<file path="src/rtl/qos_pkg.sv">
// ---------------------------------------------------------------------------
// qos_pkg
//
// Shared types and constants for the QoS memory-port arbiter.
//
//   QOS_MAX_REQ   upper bound on the number of cores one arbiter can serve
//   qos_config_t  per-core QoS configuration. The arbiter latches it at grant
//                 time and forwards it to the downstream QoS monitor.
//   arb_state_e   two-state arbiter FSM encoding (IDLE, GRANT)
// ---------------------------------------------------------------------------
package qos_pkg;

    localparam int QOS_MAX_REQ = 8;

    // qos_level: a higher value wins when no requester is urgent.
    // max_latency_cycles: wait budget in cycles. Zero disables the deadline.
    typedef struct packed {
        logic [3:0]  qos_level;
        logic [15:0] max_latency_cycles;
    } qos_config_t;

    typedef enum logic {
        IDLE  = 1'b0,
        GRANT = 1'b1
    } arb_state_e;

endpackage

</file>
<file path="src/rtl/qos_rr_select.sv">
// ---------------------------------------------------------------------------
// qos_rr_select
//
// Combinational masked round-robin picker. It returns the first set bit of
// the candidate vector, scanning from ptr_i upward and wrapping modulo
// NUM_REQ.
//
//   cand_i   candidate vector (already filtered by urgency / QoS level)
//   ptr_i    round-robin start index
//   pick_o   chosen index (0 when nothing is found)
//   found_o  at least one candidate bit was set
// ---------------------------------------------------------------------------
module qos_rr_select
    import qos_pkg::*;
#(
    parameter  int NUM_REQ = 4,
    localparam int IDX_W   = $clog2(NUM_REQ)
) (
    input  logic [NUM_REQ-1:0] cand_i,
    input  logic [IDX_W-1:0]   ptr_i,
    output logic [IDX_W-1:0]   pick_o,
    output logic               found_o
);

    logic [IDX_W-1:0] probe;

    // Walk the candidates in rotated order, starting at the pointer. The first
    // hit wins. The modulo handles NUM_REQ values that are not powers of two,
    // where a plain IDX_W-bit wrap would land on non-existent requesters.
    always_comb begin
        pick_o  = '0;
        found_o = 1'b0;
        probe   = '0;
        for (int k = 0; k < NUM_REQ; k++) begin
            probe = IDX_W'((int'(ptr_i) + k) % NUM_REQ);
            if (!found_o && cand_i[probe]) begin
                found_o = 1'b1;
                pick_o  = probe;
            end
        end
    end

endmodule

</file>
<file path="src/rtl/qos_arbiter.sv">
// ---------------------------------------------------------------------------
// qos_arbiter
//
// Shares one external memory request port between NUM_REQ cores. Priority
// order is: deadline urgency first, then QoS level, then round-robin. The
// arbiter only handles control; the address and data muxes outside the block
// steer on grant_id_o.
//
//   clk_i, rst_i          clock, synchronous active-high reset
//   qos_enable_i          1 = QoS-aware selection, 0 = plain round-robin
//   req_valid_i           per-core request valid
//   req_ready_o           per-core accept (one-hot or zero)
//   req_qos_i             per-core QoS configuration
//   mem_req_valid_o       request valid towards memory
//   mem_req_ready_i       memory accept
//   grant_id_o            index of the current grantee
//   granted_qos_config_o  latched config of the current grantee
//   granted_valid_o       granted_qos_config_o is meaningful
//   deadline_miss_o       saturating count of late handshakes
// ---------------------------------------------------------------------------
module qos_arbiter
    import qos_pkg::*;
#(
    parameter  int NUM_REQ = 4,
    parameter  int WAIT_W  = 16,
    parameter  int CNT_W   = 32,
    localparam int IDX_W   = $clog2(NUM_REQ)
) (
    input  logic               clk_i,
    input  logic               rst_i,
    input  logic               qos_enable_i,
    input  logic [NUM_REQ-1:0] req_valid_i,
    output logic [NUM_REQ-1:0] req_ready_o,
    input  qos_config_t        req_qos_i [NUM_REQ],
    output logic               mem_req_valid_o,
    input  logic               mem_req_ready_i,
    output logic [IDX_W-1:0]   grant_id_o,
    output qos_config_t        granted_qos_config_o,
    output logic               granted_valid_o,
    output logic [CNT_W-1:0]   deadline_miss_o
);

    arb_state_e         state_q, state_d;
    logic [IDX_W-1:0]   rrPtr_q, rrPtr_d;
    logic [IDX_W-1:0]   grantId_q, grantId_d;
    qos_config_t        grantCfg_q, grantCfg_d;
    logic [WAIT_W-1:0]  waitCnt_q [NUM_REQ];
    logic [WAIT_W-1:0]  waitCnt_d [NUM_REQ];
    logic [CNT_W-1:0]   missCnt_q, missCnt_d;

    logic [NUM_REQ-1:0] urgent;
    logic [NUM_REQ-1:0] candidates;
    logic [NUM_REQ-1:0] finalists;
    logic [3:0]         maxLevel;
    logic [IDX_W-1:0]   pickIdx;
    logic               pickFound;
    logic               handshake;
    logic [WAIT_W-1:0]  grantLat;
    logic               lateGrant;

    assign handshake = (state_q == GRANT) && mem_req_ready_i;
    assign grantLat  = WAIT_W'(grantCfg_q.max_latency_cycles);

    // A requester is urgent once it has waited at least its latency budget.
    // A zero budget means "no deadline". Urgency only exists in QoS mode, so
    // with qos_enable_i low the selection falls back to pure round-robin.
    always_comb begin
        urgent = '0;
        for (int i = 0; i < NUM_REQ; i++) begin
            urgent[i] = qos_enable_i && req_valid_i[i]
                     && (WAIT_W'(req_qos_i[i].max_latency_cycles) != '0)
                     && (waitCnt_q[i] >= WAIT_W'(req_qos_i[i].max_latency_cycles));
        end
    end

    // Build the set that goes into the round-robin picker. Urgent requesters
    // shadow everyone else. In QoS mode the set is then narrowed to the
    // highest qos_level present, so round-robin only breaks ties between
    // equal levels.
    always_comb begin
        candidates = (|urgent) ? urgent : req_valid_i;
        maxLevel   = '0;
        finalists  = '0;
        for (int i = 0; i < NUM_REQ; i++) begin
            if (candidates[i] && (req_qos_i[i].qos_level > maxLevel)) begin
                maxLevel = req_qos_i[i].qos_level;
            end
        end
        for (int i = 0; i < NUM_REQ; i++) begin
            finalists[i] = candidates[i]
                        && (!qos_enable_i || (req_qos_i[i].qos_level == maxLevel));
        end
    end

    qos_rr_select #(
        .NUM_REQ (NUM_REQ)
    ) u_rrSelect (
        .cand_i  (finalists),
        .ptr_i   (rrPtr_q),
        .pick_o  (pickIdx),
        .found_o (pickFound)
    );

    // FSM next-state and per-core ready. In IDLE the winner's index and config
    // are latched, so later edits to req_qos_i do not disturb the monitor.
    // In GRANT the memory ready is passed straight back to the grantee. On the
    // handshake the arbiter returns to IDLE and the round-robin pointer moves
    // to the index just past the grantee.
    always_comb begin
        state_d     = state_q;
        rrPtr_d     = rrPtr_q;
        grantId_d   = grantId_q;
        grantCfg_d  = grantCfg_q;
        req_ready_o = '0;
        case (state_q)
            IDLE: begin
                if (pickFound) begin
                    state_d    = GRANT;
                    grantId_d  = pickIdx;
                    grantCfg_d = req_qos_i[pickIdx];
                end
            end
            GRANT: begin
                req_ready_o[grantId_q] = mem_req_ready_i;
                if (mem_req_ready_i) begin
                    state_d = IDLE;
                    rrPtr_d = (grantId_q == IDX_W'(NUM_REQ - 1)) ? '0
                                                                 : grantId_q + IDX_W'(1);
                end
            end
            default: begin
                state_d = IDLE;
            end
        endcase
    end

    // Per-core wait counters. A counter restarts whenever its core is not
    // requesting or has just been accepted. Otherwise it counts up and sticks
    // at all-ones, so very long waits stay "late" and never wrap back to
    // looking fresh.
    always_comb begin
        for (int i = 0; i < NUM_REQ; i++) begin
            if (!req_valid_i[i] || (handshake && (grantId_q == IDX_W'(i)))) begin
                waitCnt_d[i] = '0;
            end else if (waitCnt_q[i] != '1) begin
                waitCnt_d[i] = waitCnt_q[i] + WAIT_W'(1);
            end else begin
                waitCnt_d[i] = waitCnt_q[i];
            end
        end
    end

    // Deadline-miss accounting. The grantee's wait count is compared before
    // the handshake clears it, against the budget latched at grant time. A
    // handshake that lands exactly on the budget is not counted as a miss.
    always_comb begin
        lateGrant = handshake && qos_enable_i && (grantLat != '0)
                 && (waitCnt_q[grantId_q] > grantLat);
        missCnt_d = missCnt_q;
        if (lateGrant && (missCnt_q != '1)) begin
            missCnt_d = missCnt_q + CNT_W'(1);
        end
    end

    // All state registers. Reset clears everything, including a grant that is
    // in flight, so the next arbitration starts again from requester 0.
    always_ff @(posedge clk_i) begin
        if (rst_i) begin
            state_q    <= IDLE;
            rrPtr_q    <= '0;
            grantId_q  <= '0;
            grantCfg_q <= '0;
            missCnt_q  <= '0;
            for (int i = 0; i < NUM_REQ; i++) begin
                waitCnt_q[i] <= '0;
            end
        end else begin
            state_q    <= state_d;
            rrPtr_q    <= rrPtr_d;
            grantId_q  <= grantId_d;
            grantCfg_q <= grantCfg_d;
            missCnt_q  <= missCnt_d;
            for (int i = 0; i < NUM_REQ; i++) begin
                waitCnt_q[i] <= waitCnt_d[i];
            end
        end
    end

    assign mem_req_valid_o      = (state_q == GRANT);
    assign granted_valid_o      = (state_q == GRANT);
    assign grant_id_o           = grantId_q;
    assign granted_qos_config_o = grantCfg_q;
    assign deadline_miss_o      = missCnt_q;

    // Requesters must keep valid and config steady until they see ready.
    // A waiting request that drops or changes its config is a bug in the core.
    for (genvar g = 0; g < NUM_REQ; g++) begin : g_holdCheck
        a_reqHold: assert property (@(posedge clk_i) disable iff (rst_i)
            (req_valid_i[g] && !req_ready_o[g]) |=>
                (req_valid_i[g] && $stable(req_qos_i[g])));
    end

endmodule

</file>
<file path="config.mk">
export PLATFORM = sky130hd
export DESIGN_NAME = qos_arbiter
export DESIGN_NICKNAME = d
export VERILOG_FILES = /design/src/rtl/qos_pkg.sv /design/src/rtl/qos_rr_select.sv /design/src/rtl/qos_arbiter.sv
export SDC_FILE = /design/constraint.sdc
export NUM_CORES = 1
export LEC_CHECK = 0
export ABC_AREA = 1
export CORE_ASPECT_RATIO = 0.7
export CORE_MARGIN = 8
export CORE_UTILIZATION = 30
export DETAILED_ROUTE_END_ITERATION = 8
export GPL_TIMING_DRIVEN = 0
export SYNTH_ARGS = -nofsm -noshare
export SYNTH_HDL_FRONTEND = slang
export SYNTH_SLANG_ARGS = --single-unit
</file>
<file path="constraint.sdc">
create_clock -name clk_i -period 7.8 [get_ports clk_i]
set_input_delay 1.17 -clock clk_i [delete_from_list [all_inputs] [get_ports clk_i]]
set_output_delay 1.17 -clock clk_i [all_outputs]
set_load 0.05 [all_outputs]
</file>
==> results.cfg, run 1 <==
[status]
outcome = finished, violations left
violations = setup timing

[die]
die_w_um = 235.7
start_util_pct = 30.38
ios = 148
std_cell_rows = 56
die_h_um = 169.8
dieArea_mm2 = 0.04001
fp.coreArea_mm2 = 0.03335

[setup_path]
critPathTopFamily = simple AND/OR/NAND/NOR gates
reg2reg_to = granted_qos_config_o[17]
r2r.worst_path.cells = 63
cp-end-kind = flip-flop
rr_startpoint = waitCnt_q[0][3]
critical_path_cell_count = 61
startpoint = req_qos_i[11]
critPathKind = input pin to flip-flop
critPathMaxStageDelay_ns = 0.29
worstPathMaxFanout = 6
crit_top_cell = nand2_4
cp-endpoint = granted_qos_config_o[17]
cp.buffers_inverters = 14
required_ns = 8.19
crit_path_top_delay_cell = ha_4
rrSetupSlack_ns = 0.16
start_kind = input pin
cp_data_arrival_time_ns = 8.35

[yosys]
ys.warnings.count = 0
netlist_instances = 1625
synthesis.area_mm2 = 0.01013
synthTopCellsByArea = dfxtp_1 24%, nand2_1 14%, ha_1 12%, inv_1 10%, nand3_1 8.0%
syn_area_per_cell_um2 = 6.236
yosysSeqAreaShare_pct = 24.30
synthTopCellsByCount = 365 x nand2_1, 275 x inv_1, 161 x nand3_1
yosysTopAreaCell = dfxtp_1
yosys.cell_count.top_type = nand2_1
async_reset_ff_share_pct = 0
synth_ff_type = dfxtp_1
synth_edf_count = 0
synth_cell_types = 42
synthesis.nets = 1814
synth_top_area_share_pct = 24.30
synth_seq_cells = 123

[timing]
worst_pin_slew_ns = 0.7450
fin_crit_ns = 7.957
setup_viol = 24
finalCritPeriodShare_pct = 102.0
finalMaxSlewViolations = 0
setup_ws_ns = -0.1575
timing.fmax_ghz = 0.1257
max_slew_margin_pct = 49.88
rsz0062_at_grt = yes
holdWs_ns = 0.4817
fin_worst_skew_ns = 0.01284
hold_viol_final = 0
fin_tns_setup_ns = -2.900

[finish]
syn_to_final_growth_pct = 54.86
nets = 2087
drive_gt1_share_pct = 30.25
antennaDiodeCount = 0

[clocking]
cts_num_sinks = 123
cts_root_buf = clkbuf_16
ctsHoldBuffers = 0
htree_levels = 4
cts_tree = yes
clkTransAtPathRegs_ns = 0.07
clk_latency_ns = 0.44
clock_path_buffers = 2
cts_buffers = 17

[drt]
first_pass_iters = 7
vias = 12180
drc_errors = 0
ant_nets = 0
viasPerCell = 5.192
wl_um = 44250
wire_per_inst_um = 18.86
drt_iter0_drc = 1149

[global_routing]
antenna_found_initial = 0
grt_pass1_vias = 11180
grt_remaining_overflow = 0
grt_pass1_wl_um = 63110
grt_max_degree = 17
grt_usage_pct = 20.28

[power]
p_leak_nw = 7.167
p_per_area_mw_per_mm2 = 224.6
p_total_mw = 3.524
peakVddDrop_mv = 0.1587

[placed_design]
dp_hpwl_um = 32850
port-buffer-count = 146
gp_congestion = 0.9959

[hold_path]
hold_depth = 1
hp-class = flip-flop to flip-flop

[flow_run]
drv_cap = 0
-- state kept, by name, summed over array words and instances (netlist names), named ones only --
register / flops
rrPtr_q: 2
grantLat: 16
deadline_miss_o: 32
waitCnt_q: 64
grant_id_o: 2
granted_valid_o: 1
granted_qos_config_o: 4
-- report_power, final --
| part | switching, mW | leakage, nW | internal, mW |
|---|---|---|---|
| sequential | 0.0865 | 0.998 | 0.688 |
| clock | 0.370 | 0.281 | 0.426 |
| combinational | 1.19 | 5.89 | 0.761 |
-- cell families (layout without fill, tap and decap cells) --
logic type / count (synthesis) / after routing / share of synthesized area [%]
flops: 123 / 123 / 24.30
fa+ha+maj: 101 / 101 / 12.47
buf+inv: 331 / 616 / 12.95
simple gates: 770 / 771 / 33.62
xor+xnor: 28 / 28 / 2.420
compound gates: 272 / 272 / 14.24
-- layout make-up --
type	count	area (um2)
plain buffers	33	269.0
clock buffers	17	425.4
clock inverters	15	145.1
fillers	3259	17660
inverters	297	1171
multi-input cells	1172	8299
flip-flops and latches	123	2462
well taps	435	544.3
repair buffers	254	2376
-- placed cells by master (no fill, tap or decap), types with 21 or more instances in the layout --
cell and instances:
dlymetal6s2s_1 26, nand3_2 42, nand2_1 268, clkdlybuf4s50_1 82, nand4_1 33, ha_4 61
clkbuf_2 21, nand2_4 43, buf_4 88, inv_2 57, dfxtp_1 123, nand2_2 71
nor2_1 111, nor3_1 33, nand3_1 107, a21oi_1 117, buf_6 32, ha_1 34
inv_1 224, o21ai_0 72, a21oi_2 22
-- timing repair --
item | CTS | global route
endpoints found under the setup margin | 25 | 25
gates resized for setup | 253 | 399
endpoints found under the hold margin | 0 | 0
pin swaps | 70 | 175
buffers inserted | 47 | 57
gates cloned | 4 | 2
-- per-layer routing --
layer,share of wire [%],global-route usage [%]
met1,45,27.47
met2,44,30.75
met3,8.2,5.256
met5,0,0
met4,3.7,7.416
-- worst min-delay path by stage --
stage | to | start
3_3_place_gp | deadline_miss_o[31] | deadline_miss_o[31]
2_1_floorplan | waitCnt_q[2][4] | waitCnt_q[2][4]
3_5_place_dp | deadline_miss_o[30] | deadline_miss_o[30]
5_1_grt | deadline_miss_o[30] | deadline_miss_o[30]
6_report | deadline_miss_o[30] | deadline_miss_o[30]
4_1_cts | deadline_miss_o[30] | deadline_miss_o[30]
-- through the flow --
| stage | util, % | std cells | cell area, um2 | setup slack [ns] |
|---|---|---|---|---|
| floorplan | - | 1625 | 10130 | 0.4307 |
| global placement | 36.40 | 2206 | 12140 | -1.734 |
| detailed placement | 36.40 | 2206 | 12140 | -1.793 |
| CTS | 42.27 | 2289 | 14100 | -0.05404 |
| finish | 47.05 | 2346 | 15690 | -0.1575 |
| global route | 47.05 | 2346 | 15690 | -0.4628 |
-- worst register-to-register path, delay by kind of cell, from the launching register on --
family | cells | cell delay [ns]
DFF | 1 | 0.60
adders and majority gates | 4 | 1.06
and+or+nand+nor | 39 | 3.40
AOI/OAI and AO/OA | 8 | 1.31
buffers and inverters | 12 | 1.24
Power figures use the tool's default switching activity.
==> run 2: changes to the inputs <==
--- a/config.mk
+++ b/config.mk
@@ -11,6 +11,7 @@
 export CORE_UTILIZATION = 30
 export DETAILED_ROUTE_END_ITERATION = 8
 export GPL_TIMING_DRIVEN = 0
+export SETUP_SLACK_MARGIN = 0.02
 export SYNTH_ARGS = -nofsm -noshare
 export SYNTH_HDL_FRONTEND = slang
 export SYNTH_SLANG_ARGS = --single-unit
==> run 2 against run 1 <==
  * The flow still finishes with violations (setup timing)
  * Combinational power decreased by 3%
  * Routed wire length decreased by 0.58%
  * Utilization is 0.31 points lower
  * Register-to-register slack better by 0.08 ns
  * First-iteration DRC count shrank 3.4%
  * Cell area fell by 0.66%
  * Sequential cell count unchanged
  * Total power is 1.9% lower
  * Critical endpoint is now grantLat[11]
  * Largest cell class unchanged
  * Largest power group unchanged
  * Highest routed layer unchanged
==> results.cfg, run 2 (synthesized netlist as in run 1, its figures left out) <==
[status]
outcome = finished, violations left
violations = setup timing

[drt]
first_pass_iters = 5
wl_um = 44000
viasPerCell = 5.205
wire_per_inst_um = 18.73
drt_iter0_drc = 1110
ant_nets = 0
drc_errors = 0
vias = 12230

[die]
dieArea_mm2 = 0.04001
ios = 148
start_util_pct = 30.38
std_cell_rows = 56
die_w_um = 235.7
fp.coreArea_mm2 = 0.03335
die_h_um = 169.8

[power]
power_frac_seq_pct = 22.4
p_clk_share_pct = 23.0
p_sw_mw = 1.611
p_sw_share_pct = 46.62
combPwrFrac_pct = 54.6
p_int_mw = 1.845
peakVddDrop_mv = 0.1602
p_per_area_mw_per_mm2 = 221.7
p_leak_nw = 7.091

[finish]
nets = 2090
syn_to_final_growth_pct = 53.83
layout.cells.non_filler = 2349
largest_reg_flops = 64
antennaDiodeCount = 0
drive_gt1_share_pct = 29.83
fillers = 3264
final_common_cell = nand2_1
top_register = waitCnt_q
layout_common_cells = 277 x nand2_1, 219 x inv_1, 123 x dfxtp_1

[clocking]
cts_buffers = 17
clkTransAtPathRegs_ns = 0.07
cts_tree = yes
clock_path_buffers = 2
cts_num_sinks = 123
clk_latency_ns = 0.45
htree_levels = 4
cts_root_buf = clkbuf_16

[timing]
fin_crit_ns = 7.826
rsz0062_at_grt = yes
worst_pin_slew_ns = 0.7782
max_slew_margin_pct = 47.64
setup_viol = 10
fin_worst_skew_ns = 0.01321
timing.fmax_ghz = 0.1278
finalMaxSlewViolations = 0
setup_ws_ns = -0.02585
fin_tns_setup_ns = -0.1260
finalCritPeriodShare_pct = 100.3
hold_viol_final = 0

[global_routing]
grt_usage_pct = 20.32
grt_pass1_vias = 11180
grt_pass1_wl_um = 63220
grt_max_degree = 17
grt_remaining_overflow = 0
antenna_found_initial = 0

[setup_path]
critPathKind = input pin to flip-flop
start_kind = input pin
cp-end-kind = flip-flop
worstPathMaxFanout = 8
crit_top_cell = nand2_4
required_ns = 8.14
cp_data_arrival_time_ns = 8.17
crit_path_top_delay_cell = ha_4
critPathMaxStageDelay_ns = 0.30

[placed_design]
dp_hpwl_um = 32850
port-buffer-count = 146
dp_cells = 2206
gp_congestion = 0.9959

[hold_path]
hp-class = flip-flop to flip-flop

[flow_run]
drv_cap = 0
-- run 2: cell count changes in the layout (fill, tap and decap cells not counted), sizes merged --
| cell | previous run | this run |
|---|---|---|
| nand2 | 384 | 383 |
| clkbuf | 56 | 54 |
| dlymetal6s2s | 26 | 22 |
| buf | 139 | 149 |
-- run 2: power groups by stage --
stage / clock network [mW] / registers [mW] / logic [mW]
floorplan: 0 / 0.918 / 0.766
global placement: 0 / 0.784 / 1.39
detailed placement: 0 / 0.781 / 1.41
CTS: 0.804 / 0.769 / 1.67
global route: 0.834 / 0.776 / 2.01
finish: 0.797 / 0.772 / 1.89
-- run 2: final cells by class --
class	count	area [um2]	area share (%)
clock buffers	17	425.4	2.729
well taps	435	544.3	3.491
flip-flops and latches	123	2462	15.80
plain buffers	33	265.3	1.702
multi-input cells	1171	8204	52.63
repair buffers	258	2366	15.18
inverters	297	1176	7.545
clock inverters	15	145.1	0.9311
-- run 2: layer usage --
layer	GRT usage (%)	part of all wire [%]
met5	0	0
met4	6.796	3.0
met3	5.078	7.8
met2	31.15	44
met1	27.60	45
-- run 2: final timing paths --
path | startpoint | to | slack (ns) | depth (start not counted)
worst max register to register | waitCnt_q[0][3] | grantLat[11] | 0.24 | 62
worst min register to register | deadline_miss_o[30] | deadline_miss_o[30] | 0.48 | 1
worst max-delay path | req_qos_i[11] | grantLat[11] | -0.03 | 60
worst min-delay path | deadline_miss_o[30] | deadline_miss_o[30] | 0.48 | 1
-- run 2: repair_timing --
item / 4_1_cts / 5_1_grt
buffers inserted: 53 / 56
gates resized for setup: 265 / 378
gates cloned: 4 / 0
pin swaps: 77 / 175
endpoints found under the hold margin: 0 / 0
setup endpoints to repair: 25 / 25
hold buffers: 0 / 0
-- run 2: stage by stage --
stage | hold WS, ns | area, um2 | utilization, % | setup slack (ns) | total power, mW
after floorplan | 0.4535 | 10130 | - | 0.4307 | 1.684
after global placement | 0.4740 | 12140 | 36.40 | -1.734 | 2.173
after detailed placement | 0.4805 | 12140 | 36.40 | -1.793 | 2.186
after CTS | 0.4888 | 14180 | 42.52 | -0.03385 | 3.240
after global routing | 0.5228 | 15590 | 46.74 | -0.4466 | 3.621
final | 0.4814 | 15590 | 46.74 | -0.02585 | 3.456
-- run 2: critical path: cells and delay by family --
kind	cells	cell delay, ns
adders and majority gates	4	1.00
and+or+nand+nor	30	2.74
buffers and inverters	13	1.33
AOI/OAI and AO/OA	13	1.93
==> run 3: changes to the inputs <==
--- a/config.mk
+++ b/config.mk
@@ -9,6 +9,7 @@
 export CORE_ASPECT_RATIO = 0.7
 export CORE_MARGIN = 8
 export CORE_UTILIZATION = 30
+export CTS_CLUSTER_SIZE = 28
 export DETAILED_ROUTE_END_ITERATION = 8
 export GPL_TIMING_DRIVEN = 0
 export SETUP_SLACK_MARGIN = 0.02
==> results of run 3 <==
Final layout, timing and power as in run 2 (identical DEF).
